### config.mk
export PLATFORM = sky130hd
export DESIGN_NAME = otfc_quotient_resolver
export DESIGN_NICKNAME = d
export VERILOG_FILES = /design/src/rtl/otfc_pkg.sv /design/src/rtl/rem_sign_zero.sv /design/src/rtl/otfc_quotient_resolver.sv
export SDC_FILE = /design/constraint.sdc
export NUM_CORES = 1
export LEC_CHECK = 0
export ABC_AREA = 1
export CAP_MARGIN = 20
export CORE_AREA = 8 8 49 91
export CTS_BUF_LIST = sky130_fd_sc_hd__clkbuf_4 sky130_fd_sc_hd__clkbuf_8
export DETAILED_ROUTE_END_ITERATION = 10
export DIE_AREA = 0 0 57 99
export DONT_BUFFER_PORTS = 1
export PLACE_DENSITY = 0.94
export RECOVER_POWER = 25
export SETUP_SLACK_MARGIN = 0.02
export SYNTH_ARGS = -nofsm -noshare
export SYNTH_HDL_FRONTEND = slang
export SYNTH_SLANG_ARGS = --single-unit
### constraint.sdc
create_clock -name clk -period 2.33 [get_ports clk]
set_input_delay 0.466 -clock clk [delete_from_list [all_inputs] [get_ports clk]]
set_output_delay 0.466 -clock clk [all_outputs]
set_load 0.01 [all_outputs]
### src/rtl/otfc_pkg.sv
// otfc_pkg: state encoding and digit codes shared by the on-the-fly quotient converter
package otfc_pkg;
    typedef enum logic [1:0] {IDLE, ACCUM, RESOLVE, DONE} otfc_state_t;
    localparam logic [1:0] DIG_ZERO  = 2'b00;
    localparam logic [1:0] DIG_PLUS  = 2'b10;
    localparam logic [1:0] DIG_MINUS = 2'b01;
endpackage

### src/rtl/rem_sign_zero.sv
// rem_sign_zero: sign and zero status of a carry-save remainder; zero is found without carry propagation
module rem_sign_zero #(
    parameter int RW = 10
) (
    input  logic [RW-1:0] s,
    input  logic [RW-1:0] c,
    output logic          neg,
    output logic          zero
);
    assign neg  = |((s + c) & {1'b1, {(RW-1){1'b0}}});
    assign zero = (s ^ c) == {s[RW-2:0] | c[RW-2:0], 1'b0};
endmodule

### src/rtl/otfc_quotient_resolver.sv
// otfc_quotient_resolver: radix-2 on-the-fly Q/QM converter with remainder-based final selection; sticky output enabled by OTFC_STICKY_EN
module otfc_quotient_resolver
    import otfc_pkg::*;
#(
    parameter int N  = 8,
    parameter int RW = 10
) (
    input  logic          clk,
    input  logic          reset,
    input  logic          start,
    output logic          busy,
    input  logic          dig_valid,
    output logic          dig_ready,
    input  logic          dig_p,
    input  logic          dig_n,
    input  logic          rem_valid,
    output logic          rem_ready,
    input  logic [RW-1:0] rem_s,
    input  logic [RW-1:0] rem_c,
    output logic          out_valid,
    input  logic          out_ready,
    output logic [N-1:0]  quot,
`ifdef OTFC_STICKY_EN
    output logic          sticky,
`endif
    output logic          rem_zero
);
    localparam int CW = $clog2(N + 1);
    otfc_state_t state;
    logic [N-1:0] q, qm, q_nxt, qm_nxt;
    logic [CW-1:0] count;
    logic [1:0] dig;
    logic neg, zero;
    assign dig       = {dig_p, dig_n};
    assign busy      = state != IDLE;
    assign dig_ready = state == ACCUM;
    assign rem_ready = state == RESOLVE;
    assign out_valid = state == DONE;
    rem_sign_zero #(.RW(RW)) u_rsz (.s(rem_s), .c(rem_c), .neg(neg), .zero(zero));
    // 2'b11 falls through to the digit-0 update
    always_comb begin
        q_nxt  = dig == DIG_PLUS ? {q[N-2:0], 1'b1} : dig == DIG_MINUS ? {qm[N-2:0], 1'b1} : {q[N-2:0], 1'b0};
        qm_nxt = dig == DIG_PLUS ? {q[N-2:0], 1'b0} : dig == DIG_MINUS ? {qm[N-2:0], 1'b0} : {qm[N-2:0], 1'b1};
    end
    always_ff @(posedge clk or posedge reset) begin
        if (reset) begin
            state    <= IDLE;
            q        <= '0;
            qm       <= '1;
            count    <= '0;
            quot     <= '0;
            rem_zero <= 1'b0;
`ifdef OTFC_STICKY_EN
            sticky   <= 1'b0;
`endif
        end else begin
            case (state)
                IDLE: if (start) begin
                    state <= ACCUM;
                    q     <= '0;
                    qm    <= '1;
                    count <= '0;
                end
                ACCUM: if (dig_valid) begin
                    q     <= q_nxt;
                    qm    <= qm_nxt;
                    count <= count == CW'(N - 1) ? '0 : count + 1'b1;
                    state <= count == CW'(N - 1) ? RESOLVE : ACCUM;
                end
                RESOLVE: if (rem_valid) begin
                    quot     <= (neg & ~zero) ? qm : q;
                    rem_zero <= zero;
`ifdef OTFC_STICKY_EN
                    sticky   <= ~zero;
`endif
                    state    <= DONE;
                end
                default: if (out_ready) state <= IDLE;
            endcase
        end
    end
endmodule

==> results of run 1 <==
==> per-layer routing <==
layer	share of wire [%]	GRT usage, %
met1	40	18.62
met2	52	28.04
met3	7.2	6.564
met4	1.1	4.727
met5	0	0
==> flip-flops by register name (all words and copies together), names as in the netlist <==
| name | cells |
|---|---|
| count | 4 |
| q | 8 |
| qm | 8 |
| quot | 8 |
| rem_zero | 1 |
| state | 2 |
==> power groups by stage <==
stage | clock network (mW) | registers (mW) | logic (mW)
after floorplan | 0 | 0.929 | 0.877
after global placement | 0 | 0.954 | 1.01
after detailed placement | 0 | 0.966 | 1.06
after CTS | 0.480 | 0.957 | 1.07
after global routing | 0.514 | 0.991 | 1.24
final | 0.476 | 0.958 | 1.10
==> critical path, cell delays in order (launching register included) <==
cell	delay, ns
dfrtp_1	0.42
inv_1	0.09
ha_1	0.23
inv_2	0.12
or2_1	0.13
o21ai_2	0.08
a21oi_4	0.29
inv_1	0.26
a32o_1	0.27
==> worst max-delay path by stage <==
stage          startpoint       end  slack (ns)  cells past startpoint
3_3_place_gp     state[0]  count[3]        0.32                      8
4_1_cts          state[1]  count[3]        0.19                      8
2_1_floorplan    rem_s[8]   quot[0]        0.60                     10
6_report         state[1]  count[3]        0.31                      8
3_5_place_dp     state[1]  count[3]        0.20                      8
5_1_grt          state[0]  count[2]        0.19                      9
==> repair_timing <==
action                                  in CTS  in global routing
endpoints found under the hold margin        6                  0
endpoints found under the setup margin       0                  1
resized for setup                            0                  1
setup buffers                                0                  0
hold buffers                                 1                  0
==> cell usage after synthesis (2+ instances only) <==
cell      instances
a22oi_1           7
a21oi_1          13
nand4_1           9
nor2_1           25
nand2_4           2
inv_2             3
clkbuf_1          2
ha_1             25
nand3_1          11
o22ai_1          10
nor2_2            3
buf_2             2
inv_1            56
dfrtp_1          23
nand2_1          65
nand3_4           2
xnor2_1           2
o21ai_0           8
a31oi_1           2
dfstp_2           8
==> cell type report <==
| class | count | area [sq um] | area share, % |
|---|---|---|---|
| multi-input cells | 195 | 1206 | 50.39 |
| flip-flops and latches | 31 | 785.8 | 32.83 |
| inverters | 60 | 227.7 | 9.514 |
| clock buffers | 8 | 103.9 | 4.339 |
| well taps | 32 | 40.04 | 1.673 |
| repair buffers | 4 | 30.03 | 1.255 |
==> stage by stage <==
step	instances	worst slack (ns)	utilization, %	power [mW]
final	330	0.3141	72.46	2.530
after global routing	330	0.1900	72.46	2.745
after CTS	330	0.1888	72.31	2.510
after detailed placement	321	0.1994	68.86	2.026
after global placement	321	0.3180	68.86	1.964
after floorplan	291	0.6036	-	1.806
==> kinds of logic (layout without fill, tap and decap cells) <==
family / count (synthesis) / after routing / share of synthesized area (%)
AOI/OAI and AO/OA: 46 / 46 / 13.09
xor gates and xnor gates: 2 / 2 / 0.7831
adders and majority gates: 25 / 25 / 13.98
buffers and inverters: 65 / 72 / 11.30
DFF: 31 / 31 / 35.12
and+or+nand+nor: 122 / 122 / 25.73
==> results.md, run 1 <==
- Top_reg_cell synth: dfrtp_1
- Sequential share of the synthesized area: about a third
- Synth Area per Inst: approximately 7.7 sq um
- Core area: 0.003303 sq mm
- Worst-Skew Late Latency: 0.29 ns
- CTS clock-pin slew for the worst setup and hold paths: 0.06 ns
- Tmin final: approximately 2.0 ns
- Ys Warns: 0
- CP required: roughly 2.5 ns
- Antenna violations before repair: 0
- Worst-Margin Slew: ~0.59 ns
- Final Skew: 0.004223 ns
- Status: complete, no violations
- Worst slew margin: roughly three fifths
- Crit end category: flop
- Comb power frac: a little over two fifths
- Commonest cells after routing, fill and taps aside: 65 x nand2_1, 56 x inv_1, 25 x nor2_1, 25 x ha_1, 23 x dfrtp_1
- Total congestion overflow: 0
- F_max: 0.4961 GHz
- Die X: 57 microns
- CTS H-tree lvls: 2
- Hold Crit Depth: 2
- Drt pass-1 iters: 4
- Sequential share of power: a little under two fifths
- Worst setup path class: flop to flop
- Die H: 99 microns
- Clock network power share: 18.8%
- Fin area: about 0.0024 sq mm
- Worst R2R End: count[3]
- Fillers: 261
- Yosys top cell by area: dfrtp_1
- Post-Synthesis Cell Area: 0.002237 sq mm
- CP startpoint kind: flop
- Worst hold start: dig_n
- Final HPWL DP: 3.548 mm
- CTS tree: built
- DRT antenna net count: 0
- Synthesized flop and latch total: 31
- Largest net degree at the start of global routing: 26
- Drt drc: 0
- Post-synth top area share: 25.73%
- CTS sink count: 31
- Reg-to-reg startpoint: state[1]
- Initial Utilization: a little under 70%
- Clock Tree Buf Depth: 2
- Setup TNS: 0 ns
- Unrepaired setup endpoints after global routing: no
- Top cells by area, synth: dfrtp_1 26%, ha_1 14%, nand2_1 11%
- First-pass GRT wire length: 7.790 mm
- Total CTS buffers: 5
- VDD IR max: ~0.00084 V
- Crit path DAT: approximately 2.2 ns
- Routed wire length: 4.545 mm
- Tcrit/Tclk final: between 80% and 90%
- Nets: 350
- DR vias: between 1.5k and 2k
- Post-synth cell types: 33
- Vias in the first global route: approximately 1.8k
- Global Route Usage Sum: between 10% and 20%
- Net Count, Synth: around 340
- RD Place Congestion: a little under 0.9
- Final Max Tran Viols: 0
- Post-synth EDFFs: 0
- Number of max-cap violations: 0
- Vias per cell: roughly 5.6
- CP Max Fanout: 11
- Rows: 30
- Post-synth ARST share: 100.0%
- Antenna diodes: 0
- Power Internal: roughly 1.5 mW
- Area growth syn-to-layout: 6.991%
- Post-synthesis cell count: about 290
- Placed Area: 0.002275 sq mm
- DIE AREA: 0.005643 sq mm
- PD cells: 1057 mW/mm^2
- Initial drt markers: 76
- Lkg Pwr: between 1 and 1.5 nW
- Final Hold Vio Count: 0
- Reg2Reg Depth: 8
- Sw Ratio: between 40% and 50%
- Top Ports: slightly above 40
- Layout cell share with drive strength beyond 1: between 10% and 20%
- WHS: between 0.4 and 0.5 ns
- Routed WL per cell: between 10 and 15 microns
- Hold endpoint: q[0]
- FF-to-FF setup slack: 0.31 ns
- Worst hold path class: input port to flop
- Switch Pwr: around 1.1 mW
- Most common cell after layout, fill and taps aside: nand2_1
- Final setup vio count: 0
- Port Buf Inserts: 0
- Root buf cell: clkbuf_8
(Power assumes the default switching activity.)
==> run 2: changes to the inputs <==
--- a/config.mk
+++ b/config.mk
@@ -7,12 +7,12 @@
 export LEC_CHECK = 0
 export ABC_AREA = 1
 export CAP_MARGIN = 20
-export CORE_AREA = 8 8 49 91
+export CORE_AREA = 8 8 66 125
 export CTS_BUF_LIST = sky130_fd_sc_hd__clkbuf_4 sky130_fd_sc_hd__clkbuf_8
 export DETAILED_ROUTE_END_ITERATION = 10
-export DIE_AREA = 0 0 57 99
+export DIE_AREA = 0 0 74 133
 export DONT_BUFFER_PORTS = 1
-export PLACE_DENSITY = 0.94
+export PLACE_DENSITY_LB_ADDON = 0.2
 export RECOVER_POWER = 25
 export SETUP_SLACK_MARGIN = 0.02
 export SYNTH_ARGS = -nofsm -noshare
==> constraint.sdc (replaced) <==
create_clock -name clk -period 2.2 [get_ports clk]
set_input_delay 0.44 -clock clk [delete_from_list [all_inputs] [get_ports clk]]
set_output_delay 0.44 -clock clk [all_outputs]
set_load 0.01 [all_outputs]
==> results.md, run 2 (synthesis gave the netlist of run 1 again) <==
- Initial Utilization: around 34%
- Port Buf Inserts: 0
- Crit path top cell by count: inv_2
- Total congestion overflow: 0
- CP max stage delay: about 0.43 ns
- Setup TNS: 0 ns
- Crit path buffers/inverters: 4
- CTS clock-pin slew for the worst setup and hold paths: ~0.07 ns
- CP Max Fanout: 10
- Lkg Pwr: between 1 and 1.5 nW
- Delay-heaviest family, CP: flip-flops
- Die H: roughly 130 microns
- Met3 Track Usage GR: roughly 3.8%
- CTS H-tree lvls: 2
- Failing checks: max-capacitance violations, max-slew violations
- Antenna diodes: 0
- Worst setup path class: flop to flop
- Rows: 42
- F_max: roughly 0.56 GHz
- VDD IR max: 0.0004560 V
- Status: finished, violations left
- Worst slew margin: -14.24%
- Top Ports: 41
- DRT antenna net count: 0
- Commonest cells after routing, fill and taps aside: 65 x nand2_1, 56 x inv_1, 25 x nor2_1, 25 x ha_1, 23 x dfrtp_1
- Vias per cell: roughly 4.8
- CTS tree: built
- Sequential Area: about 790 sq um
- Antenna violations before repair: 0
- Final Max Tran Viols: 32
- Tcrit/Tclk final: 81.58%
- Drt pass-1 iters: 4
- Post-CTS Setup Inserts: 0
- WHS: just under 0.4 ns
- Final Hold Vio Count: 0
- Nets: between 300 and 400
- CP required: approximately 2.4 ns
- Slowest cell on the critical path: dfrtp_1
- CP startpoint kind: flop
- RD Place Congestion: about 0.84
- Crit path DAT: slightly below 2 ns
- Final HPWL DP: 4.448 mm
- PD cells: 1095 mW/mm^2
- Global Route Usage Sum: roughly 12%
- CTS sink count: 31
- Resized cells post-CTS: 0
- Met2 GRT Util: approximately 22%
- Fillers: 720
- Crit end category: flop
- Worst-Margin Slew: approximately 1.7 ns
- Worst-path cell chain: inv_1 -> ha_1 -> inv_2 -> or2_1 -> o21ai_2 -> inv_2 -> nand2_4 -> inv_4 -> a22o_1
- Multi-input logic area: 0.001199 sq mm
- DIE AREA: between 0.009 and 0.01 sq mm
- Vias in the first global route: between 1.5k and 2k
- Unrepaired setup endpoints after global routing: no
- Core area: 0.006569 sq mm
- Initial drt markers: 171
- Total CTS buffers: 5
- Final Skew: about 0.006 ns
- Drt drc: 0
- Tmin final: approximately 1.8 ns
- Final setup vio count: 0
- Routed WL per cell: 14.12 microns
- Met1 GRT Util: 11.22%
- Layout cell share with drive strength beyond 1: 12.71%
- Most common cell after layout, fill and taps aside: nand2_1
- Top Registers: q: 8 flops, qm: 8 flops, quot: 8 flops
- Largest net degree at the start of global routing: 32
- Die X: 74 microns
- Routed wire length: around 5.5 mm
- Worst hold path class: input port to flop
- Area growth syn-to-layout: 9.564%
- DR vias: ~1.8k
- Clock Tree Buf Depth: 2
- Root buf cell: clkbuf_8
- Number of max-cap violations: 1
- Worst-Skew Late Latency: just under 0.3 ns
- Hold-fix buffers, CTS: 0
- Busiest grt layer: met2
- First-pass GRT wire length: about 9 mm
## run 2: cell types whose count changed in the layout (fill, tap and decap cells not counted)
cell           previous run  this run
a21oi_2                   0         1
buf_4                     2         4
a21oi_4                   2         1
clkbuf_1                  0         1
clkbuf_2                  1         0
clkbuf_8                  7         6
dlygate4sd3_1             1         0
clkinv_2                  0         1
## run 2: report_power, final
part	switching [mW]	internal (mW)	total, mW
clock	0.218	0.264	0.483
combinational	0.753	0.424	1.18
sequential	0.185	0.841	1.03
## run 2: layout make-up
class | count | area share (%)
well taps | 88 | 4.492
multi-input cells | 195 | 48.90
repair buffers | 5 | 1.378
clock buffers | 7 | 3.675
inverters | 60 | 9.290
clock inverters | 1 | 0.2042
flip-flops and latches | 31 | 32.06
## run 2: worst paths after layout
path                           from       end  slack (ns)  depth (start not counted)
max reg2reg                state[0]  count[1]        0.41                          9
min reg2reg                count[0]  count[0]        0.52                          1
min                           dig_n      q[0]        0.39                          2
min in group asynchronous     reset      q[5]        0.63                          2
max                        state[0]  count[1]        0.41                          9
max in group asynchronous     reset  rem_zero        0.57                          2
## run 2: routing by layer
layer | vias up | share of wire (%)
met5 | - | 0
met4 | 0 | 4.0
met3 | 11 | 6.3
met2 | 38 | 56
met1 | 851 | 33
li1 | 945 | -
## run 2: per-stage QoR
| stage | utilization [%] | power [mW] | cell area [sq um] | setup WS [ns] | instances |
|---|---|---|---|---|---|
| 5_1_grt | 37.31 | 2.928 | 2451 | 0.1224 | 387 |
| 4_1_cts | 37.37 | 2.731 | 2455 | 0.3769 | 387 |
| 3_3_place_gp | 35.92 | 2.229 | 2360 | 0.2540 | 379 |
| 2_1_floorplan | - | 1.912 | 2237 | 0.4996 | 291 |
| 3_5_place_dp | 35.92 | 2.233 | 2360 | 0.2606 | 379 |
| 6_report | 37.31 | 2.684 | 2451 | 0.4052 | 387 |
